==> src/rtl/execute_stage.sv <==
// execute_stage: ARM condition check, 32-bit ALU and load/store address generation into the EX/MEM register; owns NZCV.
module execute_stage #(
    parameter int WIDTH = 32
) (
    input  logic             clk,
    input  logic             reset,
    input  logic             stall,
    input  logic             flush,
    input  logic             validIN,
    input  logic [WIDTH-1:0] Data1IN,
    input  logic [WIDTH-1:0] Data2IN,
    input  logic [WIDTH-1:0] storeDataIN,
    input  logic [4:0]       opcodeIN,
    input  logic [3:0]       condIN,
    input  logic             CPSRwriteIN,
    input  logic             linkBitIN,
    input  logic             prePostAddOffsetIN,
    input  logic             upDownOffsetIN,
    input  logic             byteOrWordIN,
    input  logic             writeBackIN,
    input  logic             loadStoreIN,
    input  logic [3:0]       rdIN,
    input  logic [3:0]       rmIN,
    output logic             validOUT,
    output logic [WIDTH-1:0] resultOUT,
    output logic [WIDTH-1:0] wbValueOUT,
    output logic [WIDTH-1:0] storeDataOUT,
    output logic [3:0]       rdOUT,
    output logic [3:0]       rmOUT,
    output logic             regWriteOUT,
    output logic             memReadOUT,
    output logic             memWriteOUT,
    output logic             baseWriteOUT,
    output logic             byteOrWordOUT,
    output logic             linkBitOUT,
    output logic [3:0]       flagsOUT
);
    typedef struct packed {
        logic             valid;
        logic [WIDTH-1:0] res;
        logic [WIDTH-1:0] wb;
        logic [WIDTH-1:0] sd;
        logic [3:0]       rd;
        logic [3:0]       rm;
        logic             regw;
        logic             memr;
        logic             memw;
        logic             basew;
        logic             bw;
        logic             link;
    } ex_t;

    ex_t            ex_q, ex_d;
    logic [3:0]     flags_q, flags_d;
    logic           n, z, c, v;
    logic           pass, exec, ls, test_op, arith, cin, ovf;
    logic [3:0]     op, nzcv;
    logic [WIDTH-1:0] x, y, alu, off;
    logic [WIDTH:0] sum;

    assign {n, z, c, v} = flags_q;
    assign op      = opcodeIN[3:0];
    assign ls      = opcodeIN[4];
    assign test_op = op[3:2] == 2'b10;
    assign arith   = (~op[3] & |op[2:1]) | (op[3:1] == 3'b101);
    assign exec    = validIN & pass & ~flush;
    assign off     = upDownOffsetIN ? Data1IN + Data2IN : Data1IN - Data2IN;

    always_comb begin
        case (condIN)
            4'h0: pass = z;
            4'h1: pass = ~z;
            4'h2: pass = c;
            4'h3: pass = ~c;
            4'h4: pass = n;
            4'h5: pass = ~n;
            4'h6: pass = v;
            4'h7: pass = ~v;
            4'h8: pass = c & ~z;
            4'h9: pass = ~c | z;
            4'hA: pass = n == v;
            4'hB: pass = n != v;
            4'hC: pass = ~z & (n == v);
            4'hD: pass = z | (n != v);
            4'hE: pass = 1'b1;
            default: pass = 1'b0;
        endcase
    end

    // Every arithmetic op is one adder: subtraction is x + ~y + carry-in.
    always_comb begin
        x   = Data1IN;
        y   = Data2IN;
        cin = 1'b0;
        case (op)
            4'h2, 4'hA: begin y = ~Data2IN; cin = 1'b1; end
            4'h3:       begin x = Data2IN; y = ~Data1IN; cin = 1'b1; end
            4'h5:       cin = c;
            4'h6:       begin y = ~Data2IN; cin = c; end
            4'h7:       begin x = Data2IN; y = ~Data1IN; cin = c; end
            default:    ;
        endcase
        sum = {1'b0, x} + {1'b0, y} + {{WIDTH{1'b0}}, cin};
        case (op)
            4'h0, 4'h8: alu = Data1IN & Data2IN;
            4'h1, 4'h9: alu = Data1IN ^ Data2IN;
            4'hC:       alu = Data1IN | Data2IN;
            4'hD:       alu = Data2IN;
            4'hE:       alu = Data1IN & ~Data2IN;
            4'hF:       alu = ~Data2IN;
            default:    alu = sum[WIDTH-1:0];
        endcase
        ovf  = (x[WIDTH-1] == y[WIDTH-1]) & (sum[WIDTH-1] != x[WIDTH-1]);
        nzcv = {alu[WIDTH-1], alu == '0, arith ? sum[WIDTH] : c, arith ? ovf : v};
    end

    always_comb begin
        ex_d    = '0;
        flags_d = (exec & ~ls & (CPSRwriteIN | test_op)) ? nzcv : flags_q;
        if (exec) begin
            ex_d.valid = 1'b1;
            ex_d.sd    = storeDataIN;
            ex_d.rd    = rdIN;
            ex_d.rm    = rmIN;
            ex_d.bw    = byteOrWordIN;
            ex_d.link  = linkBitIN;
            ex_d.res   = ls ? (prePostAddOffsetIN ? off : Data1IN) : alu;
            ex_d.wb    = ls ? off : '0;
            ex_d.basew = ls & (writeBackIN | ~prePostAddOffsetIN);
            ex_d.memr  = ls & loadStoreIN;
            ex_d.memw  = ls & ~loadStoreIN;
            ex_d.regw  = ~ls & ~test_op;
        end
    end

    // Flush beats stall so a squashed instruction never lingers in the register.
    always_ff @(posedge clk) begin
        if (reset) begin
            ex_q    <= '0;
            flags_q <= '0;
        end else if (flush | ~stall) begin
            ex_q    <= ex_d;
            flags_q <= flags_d;
        end
    end

    assign validOUT      = ex_q.valid;
    assign resultOUT     = ex_q.res;
    assign wbValueOUT    = ex_q.wb;
    assign storeDataOUT  = ex_q.sd;
    assign rdOUT         = ex_q.rd;
    assign rmOUT         = ex_q.rm;
    assign regWriteOUT   = ex_q.regw;
    assign memReadOUT    = ex_q.memr;
    assign memWriteOUT   = ex_q.memw;
    assign baseWriteOUT  = ex_q.basew;
    assign byteOrWordOUT = ex_q.bw;
    assign linkBitOUT    = ex_q.link;
    assign flagsOUT      = flags_q;
endmodule

==> config.mk <==
export PLATFORM = sky130hd
export DESIGN_NAME = execute_stage
export DESIGN_NICKNAME = d
export VERILOG_FILES = /design/src/rtl/execute_stage.sv
export SDC_FILE = /design/constraint.sdc
export NUM_CORES = 1
export LEC_CHECK = 0
export BUFFER_PORTS_ARGS = -buffer_cell sky130_fd_sc_hd__buf_2
export CAP_MARGIN = 20
export CORE_MARGIN = 2
export CORE_UTILIZATION = 30
export CTS_BUF_LIST = sky130_fd_sc_hd__clkbuf_16
export DETAILED_ROUTE_END_ITERATION = 8
export HOLD_SLACK_MARGIN = 0.1
export SLEW_MARGIN = 10
export SYNTH_ARGS = -nofsm -noshare
export SYNTH_HDL_FRONTEND = slang
export SYNTH_SLANG_ARGS = --single-unit
==> constraint.sdc <==
create_clock -name clk -period 8.8 [get_ports clk]
set_input_delay 1.76 -clock clk [delete_from_list [all_inputs] [get_ports clk]]
set_output_delay 1.76 -clock clk [all_outputs]
set_load 0.01 [all_outputs]
==> results of run 1 <==
-- registers in the layout, indices dropped and copies added (netlist names), 4 cells and up --
register / count
wbValueOUT: 32
flagsOUT: 4
rdOUT: 4
resultOUT: 32
storeDataOUT: 32
rmOUT: 4
-- path summary, 6_finish.rpt --
check,cells past startpoint,endpoint,from
setup / recovery,18,flagsOUT[2],opcodeIN[3]
hold / removal,2,resultOUT[9],resultOUT[9]
setup reg to reg,16,flagsOUT[2],flagsOUT[1]
hold reg to reg,2,resultOUT[9],resultOUT[9]
-- placed cells by master, fill, tap and decap left out, types with 62 or more instances in the layout --
cell and instances:
dfxtp_1 115, inv_1 88, o21ai_0 206, nand2_1 170, a21oi_1 117, xnor2_1 62
buf_2 239, ha_1 95, a22oi_1 83, nor2_1 159
-- worst max-delay path, cell delays in order --
cell and delay, ns:
buf_2 0.37, and2_1 0.63, nor3_2 0.06, buf_4 0.26, a211oi_1 0.37, fa_1 0.26
inv_1 0.06, fa_1 0.39, a21oi_1 0.35, o221ai_1 0.38, a41oi_1 0.46, xnor2_1 0.11
a211oi_1 0.30, and2_1 0.18, nand4_1 0.13, nor4_1 0.62, nand4_1 0.15, o21ai_0 0.11
-- routing by layer --
metal	up-vias	track usage	part of all wire
met5	-	0	0
met2	608	0.415	0.48
met4	0	0.128	0.054
met1	6712	0.293	0.40
met3	135	0.0364	0.064
li1	6615	-	-
-- metrics by stage --
step / std cells / area (sq um) / total power, W
2_1_floorplan: 1699 / 11900 / 0.00113
3_3_place_gp: 2367 / 13600 / 0.00139
3_5_place_dp: 2367 / 13600 / 0.00139
4_1_cts: 2399 / 14100 / 0.00207
5_1_grt: 2401 / 14100 / 0.00219
6_report: 2402 / 14100 / 0.00207
-- where the power goes --
part	leakage, nW	total (W)	switching [W]	internal, W
sequential	0.928	0.000534	0.00000486	0.000529
clock	0.266	0.000664	0.000274	0.000390
combinational	4.98	0.000870	0.000553	0.000317
total	6.17	0.00207	0.000832	0.00124
-- cell families (layout without fill, tap and decap cells) --
group                    Yosys count  count (layout)  share of synthesized area
AO/OA/AOI/OAI                    677             677                      0.371
XOR/XNOR                          76              76                     0.0557
adder cells (fa/ha/maj)           98              98                      0.105
buffers and inverters            212             388                     0.0672
flip-flops                       115             115                      0.193
multiplexers                      19              19                     0.0160
other                              0               2                          0
AND/OR/NAND/NOR                  502             502                      0.193
-- layout make-up --
cell class / instances / area (sq um) / share of cell area
diodes: 2 / 5.00 / 0.000354
repair buffers: 261 / 1370 / 0.0969
flip-flops and latches: 115 / 2300 / 0.163
well taps: 525 / 657 / 0.0465
inverters: 95 / 357 / 0.0252
clock inverters: 15 / 131 / 0.00930
clock buffers: 17 / 425 / 0.0301
multi-input cells: 1372 / 8880 / 0.629
==> out/results.ini, run 1 <==
[status]
status=finished, final reports clean

[logic_synthesis]
netlist_top_cells_area=dfxtp_1 19%, ha_1 10%, o21ai_0 8.6%
synth-seq-cells=115
synth_area_per_cell_sq_um=7.03
yosys_warnings=0
synth.most_common_cell=o21ai_0
synthArstFlopShare=0
synth.net_count=1922
synth-main-ff-cell=dfxtp_1
yosysTopAreaCellShare=0.193
synth_edf_count=0
yosysTopAreaCell=dfxtp_1
syn_area_sq_um=11900
ys_types=72
synthTopCellsByCount=206 x o21ai_0, 170 x nand2_1, 159 x nor2_1
syn_inst=1699
yosysSeqAreaShare=0.193

[clock_tree]
postCtsSetupBuffers=0
postCtsResizedCells=0
cts-root-buf=clkbuf_16
cts_made_buffers=17
clk_pin_slew_worst_paths_ns=0.06
clock_sinks=115
cts_hold_buf=0
cts_tree=built
clock_latency_ns=0.42
clk_path_buf_depth=2
htree_levels=4

[sta]
fin_worst_skew_ns=0.00922
rsz0062_at_grt=false
tightestPinTransition_ns=1.13
fin_hold_ws_ns=0.453
drv_slew=0
post-route-min-period_ns=6.63
finalSetupTns_ns=0
fmax_mhz=151
fin_ws_ns=2.17
fin_crit_sh=0.753
setup_viol=0
hold_viol=0
max_slew_margin=0.248

[worst_setup_path]
crit_type=primary input to register
path_max_fanout=32
critPathCaptureType=register
arrival_ns=6.98
worst-r2r-setup-slack_ns=4.26
cp.required_ns=9.15
crit_path_start_kind=primary input

[worst_hold_path]
worstHoldPathType=register to register

[finish]
nets=2085
fin_util=0.357
syn_to_final_growth_pct=18.3
drive_gt1_frac=0.165
fillCellCount=4328

[global_routing]
grt_use_total=0.242
grt_pass1_vias=13100
antenna_found_initial=2
grt_max_degree=86
grt_pass1_wl_microns=77200
overflow=0

[routing]
antenna_left=0
routedWlPerCell_microns=21.6
firstDrtPassIters=6
wl_microns=51800
viasPerCell=5.86
route.detailed.drc=0
drt_iter0_drc=1474
vias=14100

[floorplanning]
die_h_microns=204
fp-row-count=73
die_area_sq_um=41400
core_sq_um=39500
start_util=0.302
io_pins=240
dieWidth_microns=204

[placed_design]
gp_congestion=0.954
pre_cts_ws_ns=1.85
numPortBuffers=239
dp_hpwl_microns=40100

[power]
p_leak_nw=6.17
ir_drop_mv=0.141
power_density_nw_per_um2=146

[flow_run]
maxCapViolations=0

Note: power is estimated with default switching activity, not from simulation.
==> run 2: changes to the inputs <==
ABC_AREA = 1   (was not set)
clock period = 5.5 ns   (was 8.8 ns; I/O delays follow)
==> run 2 against run 1 <==
Against the previous run:
- cell count is 28% higher
- sequential power is 59% higher
- combinational power is 69% higher
- clock power is 57% higher
- sequential share of layout area is 1.3 points lower
- wire length is 12% higher
- critical path type unchanged
- critical endpoint is now resultOUT[28]
==> out/results.ini, run 2 <==
[sta]
setup_viol=0  ; unchanged
rsz0062_at_grt=false  ; unchanged
finalSetupTns_ns=0  ; unchanged
max_slew_margin=0.261  ; was 0.248
hold_viol=0  ; unchanged
post-route-min-period_ns=5.00
fin_worst_skew_ns=0.0133  ; was 0.00922 ns
tightestPinTransition_ns=1.11  ; was 1.13 ns
fin_crit_sh=0.908
drv_slew=0  ; unchanged
fmax_mhz=200

[worst_setup_path]
crit_path_start_kind=primary input  ; unchanged
reg2reg_depth=20  ; was 16
timing.rr.end=flagsOUT[2]  ; unchanged
worst-r2r-setup-slack_ns=2.04  ; was 4.26 ns
arrival_ns=5.32  ; was 6.98 ns
timing.rr.start=flagsOUT[1]  ; unchanged
critPathCaptureType=register  ; unchanged
path_max_fanout=6  ; was 32
crit_type=primary input to register  ; unchanged
cp.required_ns=5.83  ; was 9.15 ns

[finish]
final_cell_mix=771 x nand2_1, 263 x inv_1, 238 x buf_2  ; was 239 x buf_2, 206 x o21ai_0, 170 x nand2_1
fin_util=0.356  ; was 0.357
fillCellCount=4976  ; was 4,328
layout.area.seq_sq_um=2300  ; unchanged
multi_input_area_sq_um=9330  ; was 8880 sq um
syn_to_final_growth_pct=17.0  ; was 18.3%
drive_gt1_frac=0.134  ; was 0.165
layout_commonest_cell=nand2_1  ; was buf_2
nets=2698  ; was 2,085

[logic_synthesis]
syn_inst=2288  ; was 1,699
ys_types=51  ; was 72
synth_mux_area_frac=0  ; was 0.0160
synth_compound_area_frac=0.195  ; was 0.371
synth_edf_count=0  ; unchanged
synth_xor_xnor_area_share=0.0407  ; was 0.0557
synthSimpleGateAreaFrac=0.379  ; was 0.193
synth_area_per_cell_sq_um=5.74  ; was 7.03 sq um
synth-main-ff-cell=dfxtp_1  ; unchanged
synth_fa_ha_area_frac=0.0951  ; was 0.105
yosys_warnings=0  ; unchanged
synth.net_count=2511  ; was 1,922
yosysTopAreaCell=nand2_1  ; was dfxtp_1
synth-seq-cells=115  ; unchanged
synth.most_common_cell=nand2_1  ; was o21ai_0
synthArstFlopShare=0  ; unchanged
syn_area_sq_um=13100  ; was 11,900 sq um
synth_top_family_by_area=simple AND/OR/NAND/NOR gates  ; was compound AO/OA/AOI/OAI gates
yosysTopAreaCellShare=0.220  ; was 0.193
synthTopCellsByCount=771 x nand2_1, 263 x inv_1, 228 x a21oi_1  ; was 206 x o21ai_0, 170 x nand2_1, 159 x nor2_1
netlist_top_cells_area=nand2_1 22%, dfxtp_1 18%, ha_1 9.1%  ; was dfxtp_1 19%, ha_1 10%, o21ai_0 8.6%
yosysSeqAreaShare=0.175  ; was 0.193

[routing]
wl_microns=58100  ; was 51,800 microns
antenna_left=0  ; unchanged
route.detailed.drc=0  ; unchanged
wl_met1_microns=25600  ; was 20,800 microns
viasPerCell=5.25  ; was 5.86
routed.top_layer=met4  ; unchanged
drt_iter0_drc=1670  ; was 1,474
wl_met2_microns=26500  ; was 24,900 microns
wl_met3_microns=4060  ; was 3300 microns
routedWlPerCell_microns=18.9  ; was 21.6 microns
vias=16100  ; was 14.1k
firstDrtPassIters=6  ; unchanged

[worst_hold_path]
whs_endpoint=storeDataOUT[28]  ; was resultOUT[9]
hp-start=storeDataOUT[28]  ; was resultOUT[9]
hold_path_depth=2  ; unchanged
worstHoldPathType=register to register  ; unchanged

[floorplanning]
fp-row-count=76  ; was 73
die_area_sq_um=45400  ; was 41,400 sq um
start_util=0.304  ; was 0.302
die_h_microns=213  ; was 204 microns
core_sq_um=43200  ; was 39,500 sq um
io_pins=240  ; unchanged
dieWidth_microns=213  ; was 204 microns

[clock_tree]
cts-root-buf=clkbuf_16  ; unchanged
cts_hold_buf=0  ; unchanged
htree_levels=4  ; unchanged
clock_latency_ns=0.41  ; was 0.42 ns
cts_made_buffers=17  ; unchanged
clk_pin_slew_worst_paths_ns=0.05  ; was 0.06 ns
clock_sinks=115  ; unchanged
postCtsSetupBuffers=0  ; unchanged
cts_tree=built  ; unchanged
clk_path_buf_depth=2  ; unchanged
postCtsResizedCells=0  ; unchanged

[power]
power_density_nw_per_um2=219  ; was 146 nW/um^2
ir_drop_mv=0.157  ; was 0.141 mV
p_leak_nw=7.58  ; was 6.17 nW
total_power_w=0.00336  ; was 0.00207 W

[global_routing]
grt_use_total=0.246  ; was 0.242
grt_pass1_wl_microns=85800  ; was 77,200 microns
grt_max_degree=65  ; was 86
antenna_found_initial=3  ; was 2
grt_pass1_vias=14800  ; was 13.1k
overflow=0  ; unchanged

[status]
status=finished, final reports clean  ; unchanged

[placed_design]
gp_congestion=0.979  ; was 0.954
numPortBuffers=239  ; unchanged
dp_hpwl_microns=46100  ; was 40,100 microns

[flow_run]
maxCapViolations=0  ; unchanged

run 2: cells by family (layout without fill, tap and decap cells):
kind of cell,Yosys count,after routing
flip-flops,115,115
AO/OA/AOI/OAI,448,448
buffers and inverters,373,572
other,0,3
AND/OR/NAND/NOR,1193,1193
XOR/XNOR,61,61
adder cells (fa/ha/maj),98,98
run 2: layout make-up:
cell class / count / area share
Sequential cell: 115 / 0.150
Inverter: 281 / 0.0688
Multi-Input combinational cell: 1800 / 0.607
Clock buffer: 17 / 0.0277
Tap cell: 585 / 0.0477
Antenna cell: 3 / 0.000489
Clock inverter: 14 / 0.00758
Timing Repair Buffer: 260 / 0.0904
run 2: layer usage:
layer	GRT usage	up-vias
met2	0.408	735
met5	0	-
met4	0.0812	0
met1	0.335	7457
met3	0.0219	96
li1	-	7858
run 2: report_power, final:
part / leakage, nW / internal [W] / switching (W) / total [W]
Sequential: 0.928 / 0.000845 / 0.00000612 / 0.000851
Combinational: 6.40 / 0.000460 / 0.00101 / 0.00147
Clock: 0.256 / 0.000615 / 0.000423 / 0.00104
run 2: worst max path at each step:
| stage | start | to | slack (ns) | depth (start not counted) |
|---|---|---|---|---|
| final | Data2IN[1] | resultOUT[28] | 0.50 | 21 |
| after detailed placement | Data2IN[0] | resultOUT[28] | 0.27 | 21 |
| after global placement | Data2IN[0] | resultOUT[28] | 0.12 | 21 |
| after floorplan | opcodeIN[0] | flagsOUT[2] | 1.46 | 25 |
| after CTS | Data2IN[1] | resultOUT[28] | 0.67 | 21 |
| after global routing | Data2IN[1] | resultOUT[28] | 0.26 | 21 |
run 2: per-stage QoR:
step           worst slack [ns]  hold slack (ns)  instance area (sq um)  std cells
6_report                  0.504            0.463                  15400       3075
5_1_grt                   0.261            0.469                  15300       3073
4_1_cts                   0.665            0.461                  15300       3071
3_5_place_dp              0.268            0.452                  14800       3040
3_3_place_gp              0.121            0.449                  14800       3040
2_1_floorplan              1.46            0.490                  13100       2288
run 2: critical path, stage by stage:
cell      delay [ns]
buf_2           0.15
inv_1           0.17
ha_1            0.20
nand3_1         0.12
nor3_1          0.23
nand3_1         0.15
nor3_2          0.17
nand2_1         0.13
inv_1           0.15
a31oi_1         0.19
a21oi_1         0.25
xor2_1          0.14
ha_1            0.38
nand2_1         0.17
nor4_1          0.53
nand4_1         0.30
nand3_1         0.18
nand3_1         0.09
nand2_1         0.15
o211ai_1        0.16
a21oi_1         0.18
